`config.mk`:
```
export PLATFORM = sky130hd
export DESIGN_NAME = bcd_segment_counter
export DESIGN_NICKNAME = d
export VERILOG_FILES = /design/src/rtl/bcd_segment_counter.sv
export SDC_FILE = /design/constraint.sdc
export NUM_CORES = 1
export LEC_CHECK = 0
export CORE_MARGIN = 2
export CORE_UTILIZATION = 60
export CTS_CLUSTER_SIZE = 12
export DETAILED_ROUTE_END_ITERATION = 8
export GPL_ROUTABILITY_DRIVEN = 0
export MAX_ROUTING_LAYER = met4
export PLACE_DENSITY = 0.85
export SETUP_SLACK_MARGIN = 0.15
export SYNTH_ARGS = -nofsm -noshare
export SYNTH_HDL_FRONTEND = slang
export SYNTH_SLANG_ARGS = --single-unit
export TNS_END_PERCENT = 5
```
`constraint.sdc`:
```
create_clock -name wb_clk_i -period 6.65 [get_ports wb_clk_i]
set_input_delay 1.33 -clock wb_clk_i [delete_from_list [all_inputs] [get_ports wb_clk_i]]
set_output_delay 1.33 -clock wb_clk_i [all_outputs]
set_load 0.01 [all_outputs]
```
`src/rtl/bcd_segment_counter.sv`:
```
// Prescaled BCD digit counter with registered seven-segment encoding.
// Define SEVSEG_COMMON_ANODE_EN for active-low (common-anode) segment drive.
module bcd_segment_counter #(
  parameter int          COMPARE_W       = 24,
  parameter int unsigned COMPARE_DEFAULT = 1000
) (
  input  logic                 wb_clk_i,
  input  logic                 wb_rst_i,
  input  logic                 enable_i,
  input  logic                 clear_i,
  input  logic                 compare_load_i,
  input  logic [COMPARE_W-1:0] compare_i,
  output logic [3:0]           digit_o,
  output logic                 tick_o,
  output logic                 carry_o,
  output logic [6:0]           segments_o,
  output logic [6:0]           oeb_o
);

  localparam logic [COMPARE_W-1:0] CMP_RST = COMPARE_W'(COMPARE_DEFAULT);

`ifdef SEVSEG_COMMON_ANODE_EN
  localparam logic SEG_INVERT = 1'b1;
`else
  localparam logic SEG_INVERT = 1'b0;
`endif

  localparam logic [6:0] SEG_RST = SEG_INVERT ? 7'b1000000 : 7'b0111111;

  logic [COMPARE_W-1:0] cmp_reg, cmp_next;
  logic [COMPARE_W-1:0] pcnt_reg, pcnt_next;
  logic [COMPARE_W-1:0] period_m1;
  logic [3:0]           digit_reg, digit_next;
  logic                 tick_reg, tick_next;
  logic                 carry_reg, carry_next;
  logic [6:0]           seg_reg, seg_next, seg_raw;

  // A compare value of zero behaves like one: terminal count is then 0.
  assign period_m1 = (cmp_reg == '0) ? '0 : cmp_reg - COMPARE_W'(1);

  always_comb begin
    cmp_next   = cmp_reg;
    pcnt_next  = pcnt_reg;
    digit_next = digit_reg;
    tick_next  = 1'b0;
    carry_next = 1'b0;
    if (clear_i) begin
      pcnt_next  = '0;
      digit_next = 4'd0;
      if (compare_load_i) begin
        cmp_next = compare_i;
      end
    end else if (compare_load_i) begin
      cmp_next  = compare_i;
      pcnt_next = '0;
    end else if (enable_i) begin
      if (pcnt_reg == period_m1) begin
        pcnt_next  = '0;
        tick_next  = 1'b1;
        carry_next = (digit_reg == 4'd9);
        digit_next = (digit_reg == 4'd9) ? 4'd0 : digit_reg + 4'd1;
      end else begin
        pcnt_next = pcnt_reg + COMPARE_W'(1);
      end
    end
  end

  always_comb begin
    case (digit_reg)
      4'd0:    seg_raw = 7'b0111111;
      4'd1:    seg_raw = 7'b0000110;
      4'd2:    seg_raw = 7'b1011011;
      4'd3:    seg_raw = 7'b1001111;
      4'd4:    seg_raw = 7'b1100110;
      4'd5:    seg_raw = 7'b1101101;
      4'd6:    seg_raw = 7'b1111100;
      4'd7:    seg_raw = 7'b0000111;
      4'd8:    seg_raw = 7'b1111111;
      4'd9:    seg_raw = 7'b1100111;
      default: seg_raw = 7'b0000000;
    endcase
  end

  for (genvar gi = 0; gi < 7; gi++) begin : g_seg_pol
    assign seg_next[gi] = seg_raw[gi] ^ SEG_INVERT;
  end

  always_ff @(posedge wb_clk_i or posedge wb_rst_i) begin
    if (wb_rst_i) begin
      cmp_reg   <= CMP_RST;
      pcnt_reg  <= '0;
      digit_reg <= 4'd0;
      tick_reg  <= 1'b0;
      carry_reg <= 1'b0;
      seg_reg   <= SEG_RST;
    end else begin
      cmp_reg   <= cmp_next;
      pcnt_reg  <= pcnt_next;
      digit_reg <= digit_next;
      tick_reg  <= tick_next;
      carry_reg <= carry_next;
      seg_reg   <= seg_next;
    end
  end

  assign digit_o    = digit_reg;
  assign tick_o     = tick_reg;
  assign carry_o    = carry_reg;
  assign segments_o = seg_reg;
  assign oeb_o      = 7'b0000000;

endmodule

```
==> results of run 1 <==
==> routing by layer <==
layer	global-route usage [%]	vias up	routed length (microns)
met3	4.14	29	503
met2	46.9	132	4770
met4	14.4	0	312
li1	-	1633	-
met1	36.0	1693	4060
met5	-	-	0
==> cell families after synthesis <==
group                    share of synthesized area [%]
multiplexers                                      7.41
other                                           0.0934
buffers and inverters                             4.74
AND/OR/NAND/NOR                                   24.6
AO/OA/AOI/OAI                                     12.4
XOR/XNOR                                          9.88
flip-flops                                        38.4
adder cells (fa/ha/maj)                           2.49
==> placed cells by master, fill, tap and decap left out, types with 15 or more instances in the layout <==
cell and instances:
dfrtp_1 49, nor2_1 45, clkdlybuf4s50_1 41, nand2_1 34, mux2_2 22, xor2_1 21, o21ai_0 20, xnor2_1 19
nor3_1 17, nand3_1 16, inv_1 15
==> power by group through the flow <==
stage	Clock, W	Combinational, W	Sequential, W
2_1_floorplan	0	0.0000894	0.000413
3_3_place_gp	0	0.000116	0.000421
3_5_place_dp	0	0.000119	0.000423
4_1_cts	0.000335	0.000120	0.000416
5_1_grt	0.000347	0.000133	0.000420
6_report	0.000329	0.000121	0.000417
==> worst max-delay path, cell delays in order, from the launching register on <==
cell and delay (ps):
dfrtp_1 430, inv_1 130, ha_1 200, or3b_2 540
nor4_4 380, and2_1 470, nor2_1 90, o32ai_1 440
o311a_1 280, nand4_2 220, a211o_1 330, a32o_1 250
==> path summary, 6_finish.rpt <==
path                                to       start  slack [ps]
max                         digit_o[3]  cmp_reg[0]        2780
min reg2reg                 cmp_reg[5]  cmp_reg[5]         590
max in group asynchronous   digit_o[1]    wb_rst_i        4620
min                         cmp_reg[5]  cmp_reg[5]         590
max reg2reg                 digit_o[3]  cmp_reg[0]        2780
min in group asynchronous  pcnt_reg[5]    wb_rst_i        1510
==> layout make-up <==
class                   instances  area (sq um)
multi-input cells             339          2310
fillers                       495          1790
flip-flops and latches         61          1540
repair buffers                 44           433
clock buffers                  12           145
well taps                      77          96.3
inverters                      16          60.1
clock inverters                 4          47.5
==> metrics by stage <==
step	setup WS, ps	utilization (%)	hold WS [ps]	std cells
2_1_floorplan	3370	-	522	441
3_3_place_gp	3030	69.1	554	537
3_5_place_dp	2900	69.1	573	537
4_1_cts	2890	72.1	587	553
5_1_grt	2500	72.1	623	553
6_report	2780	72.1	585	553
==> results by group, run 1 <==
Outcome
  – Status: finished with violations
  – Failing checks: design-rule violations

Critical path
  – FF-to-FF path depth: 11
  – Critical Path Fanout Max: 14
  – Crit path kind: reg -> reg
  – Critical Path RT: 6890 ps
  – Worst EP arrival: 4110 ps
  – CP endpoint kind: flop
  – Startpoint Class: flop

Drt
  – ANT nets after route: 0
  – Residual DRC count: 4
  – Vias/cell: 6.31
  – WL/cell: 17.4 microns
  – Total wire length: 9.64 mm
  – Via count: 3487
  – DR iter-0 viols: 269
  – Drt pass-1 iters: 7

Place
  – Post-DP Area: 4440 sq um
  – I/O Buffers: 41
  – DP HPWL: 6.96 mm

Yosys
  – Synth top cells by count: dfrtp_1, nor2_1, nand2_1
  – Top cells by area, synth: dfrtp_1, dfstp_2, mux2_2, xor2_1, nor2_1
  – Post-synth EDFFs: 0
  – Post-Syn Area: 4020 sq um
  – Yosys top cell area share: 30.5%
  – Post-synthesis sequential area ratio: 38.4%
  – Cell with the most instances after synthesis: dfrtp_1
  – Avg Inst Size Synth: 9.23 sq um
  – Area leader, netlist: dfrtp_1
  – Synth Flop Type: dfrtp_1
  – Post-synth ARST share: 100%
  – Seq cells post-synth: 61
  – Number of synthesis warnings: 0
  – Post-Synthesis Cells: 435
  – Cell variety after synth: 65

Worst hold path
  – Hold Path Stages: 2
  – Min-Delay Path Class: reg -> reg

Flow run
  – Max-cap violations: 0

Timing
  – RSZ-0062 raised after global routing: no
  – Final hold vios: 0
  – Skew final: 8.90 ps
  – Setup TNS: 0 ps
  – Fin crit share: 58.2%
  – FMAX: 259 MHz
  – Final setup viols: 0
  – Tmin final: 3870 ps
  – Slew headroom: 48.1%
  – Final Max Slew Viols: 0
  – Worst-Margin Slew: 777 ps

Global routing
  – Antenna violations before repair: 0
  – Largest net degree at the start of global routing: 62
  – First-pass GRT wire length: 16.3 mm
  – Total grt overflow: 0
  – Vias in the first global route: 3434
  – Total global routing track utilization: 29.1%

Floorplan
  – I/O pins: 49
  – Row Count: 29
  – Die span in x: 85.8 microns
  – Full die area: 7360 sq um
  – Die Y: 85.8 microns
  – Starting Density: 62.5%
  – Area of the core: 6420 sq um

Power and ir drop
  – Psw: 0.000235 W
  – Register share of total power: 48.1%
  – Pleak: 1.78 nW
  – Comb pwr share: 13.9%
  – Internal power: 0.000632 W
  – Total power: 0.000867 W
  – Pwr/cell area: 187 nW/um^2
  – Clk pwr share: 38.0%
  – Switching share of power: 27.1%
  – Worst IR Drop VDD: 124 uV

CTS
  – Root Buffer Master: clkbuf_8
  – CTS tree: done
  – CTS sink count: 61
  – Clock Tree Buf Depth: 2
  – Cts bufs inserted: 9
  – Setup bufs post-CTS: 0
  – CTS H-tree lvls: 3
  – Clock slew at the register clock pins of the worst setup and hold paths: 70 ps
  – CTS Hold Bufs: 0
  – Cts repair resizes: 0
  – Clock latency on the worst-skew pair: 360 ps

Cells and area
  – Share of cells above drive strength 1: 13.4%
  – Finished Cell Area: 4630 sq um
  – P&R area growth vs syn: 15.3%
  – Nets: 508
  – Ant diodes: 0
Note: power is estimated with default switching activity, not from simulation.
==> run 2: changes to the inputs <==
--- a/config.mk
+++ b/config.mk
@@ -6,12 +6,12 @@
 export NUM_CORES = 1
 export LEC_CHECK = 0
 export CORE_MARGIN = 2
-export CORE_UTILIZATION = 60
+export CORE_UTILIZATION = 51
 export CTS_CLUSTER_SIZE = 12
 export DETAILED_ROUTE_END_ITERATION = 8
 export GPL_ROUTABILITY_DRIVEN = 0
 export MAX_ROUTING_LAYER = met4
-export PLACE_DENSITY = 0.85
+export PLACE_DENSITY = 0.77
 export SETUP_SLACK_MARGIN = 0.15
 export SYNTH_ARGS = -nofsm -noshare
 export SYNTH_HDL_FRONTEND = slang
==> constraint.sdc (replaced) <==
create_clock -name wb_clk_i -period 3.2 [get_ports wb_clk_i]
set_input_delay 0.64 -clock wb_clk_i [delete_from_list [all_inputs] [get_ports wb_clk_i]]
set_output_delay 0.64 -clock wb_clk_i [all_outputs]
set_load 0.01 [all_outputs]
==> results by group, run 2 (synthesis results as in run 1) <==
Drt
  – Residual DRC count: 0 (-4)
  – DR iter-0 viols: 368 (+37%)
  – WL/cell: 16.8 microns (-3.8%)
  – Total wire length: 10.4 mm (+8.1%)
  – ANT nets after route: 0 (unchanged)
  – Vias/cell: 5.92 (-6.1%)
  – Via count: 3678 (+5.5%)
  – Drt pass-1 iters: 5 (-2)

Timing
  – FMAX: 301 MHz (+17%)
  – Final Max Slew Viols: 0 (unchanged)
  – Smallest hold slack: 579 ps (-5.73 ps)
  – Worst-Margin Slew: 599 ps (-177 ps)
  – Final worst setup slack: -117 ps (-2900 ps)
  – RSZ-0062 raised after global routing: yes
  – Skew final: 11.3 ps (+2.43 ps)
  – Tmin final: 3320 ps (-551 ps)
  – Slew headroom: 59.5% (+11 points)
  – Final hold vios: 0 (unchanged)
  – Final setup viols: 30 (+30)
  – Fin crit share: 104% (+45 points)

Floorplan
  – I/O pins: 49 (unchanged)
  – Die Y: 92.7 microns (+8.1%)
  – Starting Density: 52.2% (-10 points)
  – Row Count: 32 (+10%)
  – Area of the core: 7690 sq um (+20%)
  – Full die area: 8600 sq um (+17%)
  – Die span in x: 92.7 microns (+8.1%)

Cells and area
  – Finished Cell Area: 5110 sq um (+10%)
  – Most common cell after layout, fill and taps aside: dfrtp_1
  – Layout Cells excl Fill: 621 (+12%)
  – P&R area growth vs syn: 27.2%
  – Ant diodes: 0 (unchanged)
  – Commonest non-fill, non-tap cells in the layout: dfrtp_1, nor2_1, buf_4
  – Nets: 551 (+8.5%)
  – Share of cells above drive strength 1: 23.9% (+10 points)

CTS
  – Cts bufs inserted: 9 (unchanged)
  – Clock latency on the worst-skew pair: 360 ps (about the same)
  – Root Buffer Master: clkbuf_8
  – CTS sink count: 61 (unchanged)
  – Clock slew at the register clock pins of the worst setup and hold paths: 80 ps (about the same)
  – Clock Tree Buf Depth: 2 (unchanged)
  – CTS tree: done
  – CTS H-tree lvls: 3 (unchanged)

Flow run
  – Max-cap violations: 0 (unchanged)

Power and ir drop
  – Clk pwr share: 36.8% (-1.2 points)
  – Worst IR Drop VDD: 237 uV (+91%)
  – Pleak: 2.04 nW (+15%)
  – Psw: 0.000548 W (+130%)
  – Pwr/cell area: 372 nW/um^2 (+99%)
  – Register share of total power: 43.9% (-4.2 points)
  – Internal power: 0.00135 W (+110%)
  – Switching share of power: 28.8% (+1.7 points)
  – Comb pwr share: 19.3% (+5.4 points)

Outcome
  – Failing checks: negative setup slack
  – Status: finished with violations

Critical path
  – Startpoint Class: flop
  – Worst EP arrival: 3570 ps (-540 ps)
  – CP endpoint kind: flop
  – Crit path kind: reg -> reg
  – Critical Path RT: 3460 ps (-3430 ps)
  – Critical Path Fanout Max: 6 (-8)

Global routing
  – Total global routing track utilization: 26.0% (-3.1 points)
  – Total grt overflow: 0 (unchanged)
  – Vias in the first global route: 3583 (+4.3%)
  – Largest net degree at the start of global routing: 39 (-37%)
  – First-pass GRT wire length: 17.2 mm (+5.5%)
  – Antenna violations before repair: 0 (unchanged)

Place
  – I/O Buffers: 41 (unchanged)
  – DP HPWL: 7.55 mm (+8.4%)
  – Placed cells: 600 (+12%)
  – Post-DP Area: 4800 sq um (+8.2%)

Worst hold path
  – Min-Delay Path Class: reg -> reg
run 2: cell types whose count changed in the layout (fill, tap and decap cells not counted), sizes merged:
cell	previous run	this run
inv	16	17
buf	3	46
clkinv	2	4
clkbuf	12	9
run 2: path summary, 6_finish.rpt:
check / end / depth (start not counted) / startpoint / slack, ps
worst max-delay path: digit_o[3] / 11 / cmp_reg[1] / -120
worst min-delay path: cmp_reg[23] / 1 / cmp_reg[23] / 580
worst max register to register: digit_o[3] / 11 / cmp_reg[1] / -120
worst min register to register: cmp_reg[23] / 1 / cmp_reg[23] / 580
max in group asynchronous: segments_o[2] / 3 / wb_rst_i / 1900
min in group asynchronous: pcnt_reg[3] / 2 / wb_rst_i / 650
run 2: power groups by stage:
stage               combinational (W)  sequential (W)  clock (W)
floorplan                    0.000188        0.000860          0
global placement             0.000329        0.000845          0
detailed placement           0.000340        0.000847          0
CTS                          0.000344        0.000833   0.000710
global route                 0.000399        0.000839   0.000749
finish                       0.000367        0.000835   0.000700
run 2: per-layer routing:
metal  share of wire, %  track usage (%)  vias up  routed length, microns
li1                   -                -     1722                       -
met1                 44             33.5     1767                    4550
met2                 47             40.5      165                    4910
met3                7.1             5.94       24                     738
met4                2.1             9.68        0                     223
met5                  0                -        -                       0
run 2: per-stage QoR:
stage	setup slack [ps]	TNS (ps)	utilization [%]	total power (W)
after floorplan	159	0	-	0.00105
after global placement	-25.1	-25.1	62.5	0.00117
after detailed placement	-1.20	-1.20	62.5	0.00119
after CTS	5.98	0	65.2	0.00189
after global routing	-270	-6120	66.5	0.00199
final	-117	-1970	66.5	0.00190
run 2: area by class of cell:
class	instances	area, sq um
tap	102	128
fill	629	2580
timing repair buffer	87	781
clock inverter	7	73.8
clock buffer	9	124
multi-input combinational	339	2400
inverter	16	60.1
sequential	61	1540
run 2: worst max-delay path, cell delays in order (launching register included):
cell,delay (ps)
dfrtp_1,420
inv_2,100
ha_4,150
or3b_4,410
nor4_4,340
xnor2_2,190
mux2_4,320
o32a_1,190
nor4_2,310
nand4_2,250
a211o_1,290
a32o_1,230
run 2: repair_timing:
| item | in CTS | in global routing |
|---|---|---|
| hold buffers | 0 | 0 |
| gates resized for setup | 3 | 14 |
| endpoints found under the setup margin | 27 | 30 |
| gates cloned | 0 | 0 |
| pin swaps | 1 | 11 |
| setup buffers | 0 | 5 |
==> run 3: changes to the inputs <==
--- a/config.mk
+++ b/config.mk
@@ -5,13 +5,14 @@
 export SDC_FILE = /design/constraint.sdc
 export NUM_CORES = 1
 export LEC_CHECK = 0
+export ABC_AREA = 1
 export CORE_MARGIN = 2
-export CORE_UTILIZATION = 51
+export CORE_UTILIZATION = 45
 export CTS_CLUSTER_SIZE = 12
 export DETAILED_ROUTE_END_ITERATION = 8
 export GPL_ROUTABILITY_DRIVEN = 0
 export MAX_ROUTING_LAYER = met4
-export PLACE_DENSITY = 0.77
+export PLACE_DENSITY = 0.68
 export SETUP_SLACK_MARGIN = 0.15
 export SYNTH_ARGS = -nofsm -noshare
 export SYNTH_HDL_FRONTEND = slang
==> results by group, run 3 <==
Timing
  – Worst-Margin Slew: 1410 ps (+815 ps)
  – Tmin final: 2790 ps (-530 ps)
  – Setup TNS: 0 ps (+1970 ps)
  – Skew final: 9.76 ps (-1.57 ps)
  – RSZ-0062 raised after global routing: no
  – Final hold vios: 0 (unchanged)
  – Fin crit share: 87.1% (-17 points)
  – Slew headroom: 5.00% (-54 points)
  – FMAX: 359 MHz (+19%)
  – Final Max Slew Viols: 0 (unchanged)
  – Final setup viols: 0 (-100%)

Power and ir drop
  – Pleak: 2.38 nW (+17%)
  – Worst IR Drop VDD: 217 uV (-8.4%)
  – Internal power: 0.00122 W (-10%)
  – Clk pwr share: 34.0% (-2.8 points)
  – Comb pwr share: 18.4% (-0.9 points)
  – Total power: 0.00176 W (-7.5%)
  – Register share of total power: 47.6% (+3.7 points)
  – Switching share of power: 30.7% (+1.9 points)
  – Psw: 0.000541 W (-1.4%)
  – Pwr/cell area: 340 nW/um^2 (-8.8%)

Critical path
  – Worst path cell trace: nor2_1 -> nand2_1 -> nor2_2 -> nand3_2 -> nand3_1 -> nand2_1 -> inv_1 -> nor2_1 -> inv_1 -> nor2_1 -> nand2_1 -> nor2_2 -> nand2_2 -> nand2_8 -> o21ai_0
  – Crit path kind: reg -> reg
  – Number of stages on the worst setup path: 15 (+4)
  – Critical Path Fanout Max: 22 (+16)
  – R2R setup slack: 410 ps (+530 ps)
  – Slowest cell on crit path: dfrtp_1
  – FF-to-FF path depth: 15 (+4)
  – CP endpoint kind: flop
  – Crit path from: cmp_reg[16]
  – Startpoint Class: flop
  – Reg2Reg Launch Point: cmp_reg[16]
  – Critical path buffers and inverters: 2 (+1)
  – Worst EP arrival: 3050 ps (-520 ps)
  – CP top delay family: simple AND/OR/NAND/NOR gates
  – Crit path to: pcnt_reg[21]
  – Critical Path RT: 3460 ps (about the same)
  – Crit Reg-Reg Endpoint: pcnt_reg[21]
  – CP peak stage delay: 450 ps (+30 ps)

Yosys
  – Number of synthesis warnings: 0 (unchanged)
  – Cell with the most instances after synthesis: nand2_1
  – Post-synth ARST share: 100% (unchanged)
  – Post-synth EDFFs: 0 (unchanged)
  – Synth top cells by count: nand2_1, inv_1, nor2_1
  – Seq cells post-synth: 61 (unchanged)
  – Synth Flop Type: dfrtp_1
  – Top cells by area, synth: dfrtp_1, nand2_1, dfstp_2, nand3_1, inv_1
  – Area leader, netlist: dfrtp_1
  – Yosys top cell area share: 27.1% (-3.4 points)
  – Post-Syn Area: 4530 sq um (+13%)
  – Post-synthesis sequential area ratio: 34.1% (-4.3 points)
  – Post-Synthesis Cells: 671 (+54%)
  – Cell variety after synth: 33 (-49%)
  – Avg Inst Size Synth: 6.74 sq um (-27%)

Place
  – I/O Buffers: 41 (unchanged)
  – DP HPWL: 8.72 mm (+16%)
  – Placed cells: 831 (+39%)

Floorplan
  – Full die area: 10900 sq um (+26%)
  – Area of the core: 9770 sq um (+27%)
  – Die span in x: 104 microns (+12%)
  – I/O pins: 49 (unchanged)
  – Die Y: 104 microns (+12%)
  – Starting Density: 46.3% (-5.9 points)
  – Row Count: 36 (+13%)

CTS
  – CTS H-tree lvls: 3 (unchanged)
  – Clock slew at the register clock pins of the worst setup and hold paths: 70 ps (about the same)
  – CTS sink count: 61 (unchanged)
  – Clock Tree Buf Depth: 2 (unchanged)
  – Setup bufs post-CTS: 0 (unchanged)
  – Clock latency on the worst-skew pair: 350 ps (about the same)
  – Cts bufs inserted: 9 (unchanged)
  – CTS tree: done
  – Root Buffer Master: clkbuf_8

Global routing
  – Antenna violations before repair: 0 (unchanged)
  – Largest net degree at the start of global routing: 62 (+59%)
  – Total grt overflow: 0 (unchanged)
  – Total global routing track utilization: 22.3% (-3.7 points)
  – Vias in the first global route: 3956 (+10%)
  – First-pass GRT wire length: 19.1 mm (+11%)

Cells and area
  – Most common cell after layout, fill and taps aside: nand2_1
  – P&R area growth vs syn: 14.4%
  – Fill cell total of the finished layout: 998 (+59%)
  – Ant diodes: 0 (unchanged)
  – Nets: 749 (+36%)
  – Layout Cells excl Fill: 849 (+37%)
  – Share of cells above drive strength 1: 11.0% (-13 points)
  – Commonest non-fill, non-tap cells in the layout: nand2_1, inv_1, nor2_1

Worst hold path
  – Min-Delay Path Class: reg -> reg

Drt
  – Total wire length: 11.5 mm (+10%)
  – Vias/cell: 5.09 (-14%)
  – Residual DRC count: 0 (unchanged)
  – Drt pass-1 iters: 6 (+1)
  – Via count: 4320 (+17%)
  – DR iter-0 viols: 371 (+0.82%)
  – ANT nets after route: 0 (unchanged)
  – WL/cell: 13.6 microns (-19%)

Flow run
  – Max-cap violations: 0 (unchanged)

Outcome
  – Status: completed
[run 3: how the worst min path moves through the flow]
stage,start,to,slack (ps),cells after the start
6_report,cmp_reg[6],cmp_reg[6],520,2
5_1_grt,cmp_reg[6],cmp_reg[6],550,2
4_1_cts,cmp_reg[7],cmp_reg[7],530,2
3_5_place_dp,cmp_reg[7],cmp_reg[7],520,2
3_3_place_gp,pcnt_reg[21],pcnt_reg[21],510,2
2_1_floorplan,pcnt_reg[21],pcnt_reg[21],470,2
[run 3: cells by family (layout without fill, tap and decap cells)]
group / Yosys count / in the layout / share of synthesized area (%)
AND/OR/NAND/NOR: 417 / 420 / 40.8
XOR/XNOR: 19 / 19 / 3.68
other: 1 / 7 / 0.0829
AO/OA/AOI/OAI: 63 / 63 / 8.65
adder cells (fa/ha/maj): 8 / 8 / 2.21
buffers and inverters: 102 / 138 / 10.6
flip-flops: 61 / 61 / 34.1
[run 3: worst reg2reg max path, cell delays in order (launching register included)]
cell and delay, ps:
dfrtp_1 450, nor2_1 170, nand2_1 100, nor2_2 310, nand3_2 450, nand3_1 250, nand2_1 90, inv_1 60
nor2_1 50, inv_1 50, nor2_1 40, nand2_1 80, nor2_2 50, nand2_2 170, nand2_8 140, o21ai_0 240
[run 3: area by class of cell]
class | instances | area (sq um) | share of cell area, %
multi-input cells | 517 | 2570 | 49.7
repair buffers | 46 | 448 | 8.65
flip-flops and latches | 61 | 1540 | 29.8
clock buffers | 13 | 149 | 2.88
well taps | 133 | 166 | 3.21
inverters | 77 | 289 | 5.58
clock inverters | 2 | 10.0 | 0.193
[run 3: timing repair]
item	4_1_cts	5_1_grt
resized for setup	0	4
endpoints found under the hold margin	0	0
endpoints found under the setup margin	0	27
hold buffers	0	0
[run 3: layer usage]
layer / vias to the layer above / wire [microns] / track usage, % / share of wire, %
li1: 2207 / - / - / -
met5: - / 0 / - / 0
met1: 1919 / 5540 / 30.7 / 48
met3: 24 / 699 / 4.45 / 6.1
met4: 0 / 258 / 8.59 / 2.2
met2: 170 / 5000 / 32.3 / 43
[run 3: power by group through the flow]
stage / Combinational (W) / Sequential [W] / Clock, W
finish: 0.000323 / 0.000838 / 0.000598
global route: 0.000370 / 0.000843 / 0.000647
CTS: 0.000316 / 0.000837 / 0.000611
detailed placement: 0.000315 / 0.000851 / 0
global placement: 0.000310 / 0.000851 / 0
floorplan: 0.000233 / 0.000842 / 0
[run 3: per-stage QoR]
stage	utilization, %	setup WS (ps)	area (sq um)	hold WS [ps]
2_1_floorplan	-	955	4550	475
3_3_place_gp	50.9	419	4980	506
3_5_place_dp	50.9	301	4980	516
4_1_cts	52.6	288	5140	527
5_1_grt	53.0	132	5180	549
6_report	53.0	413	5180	524
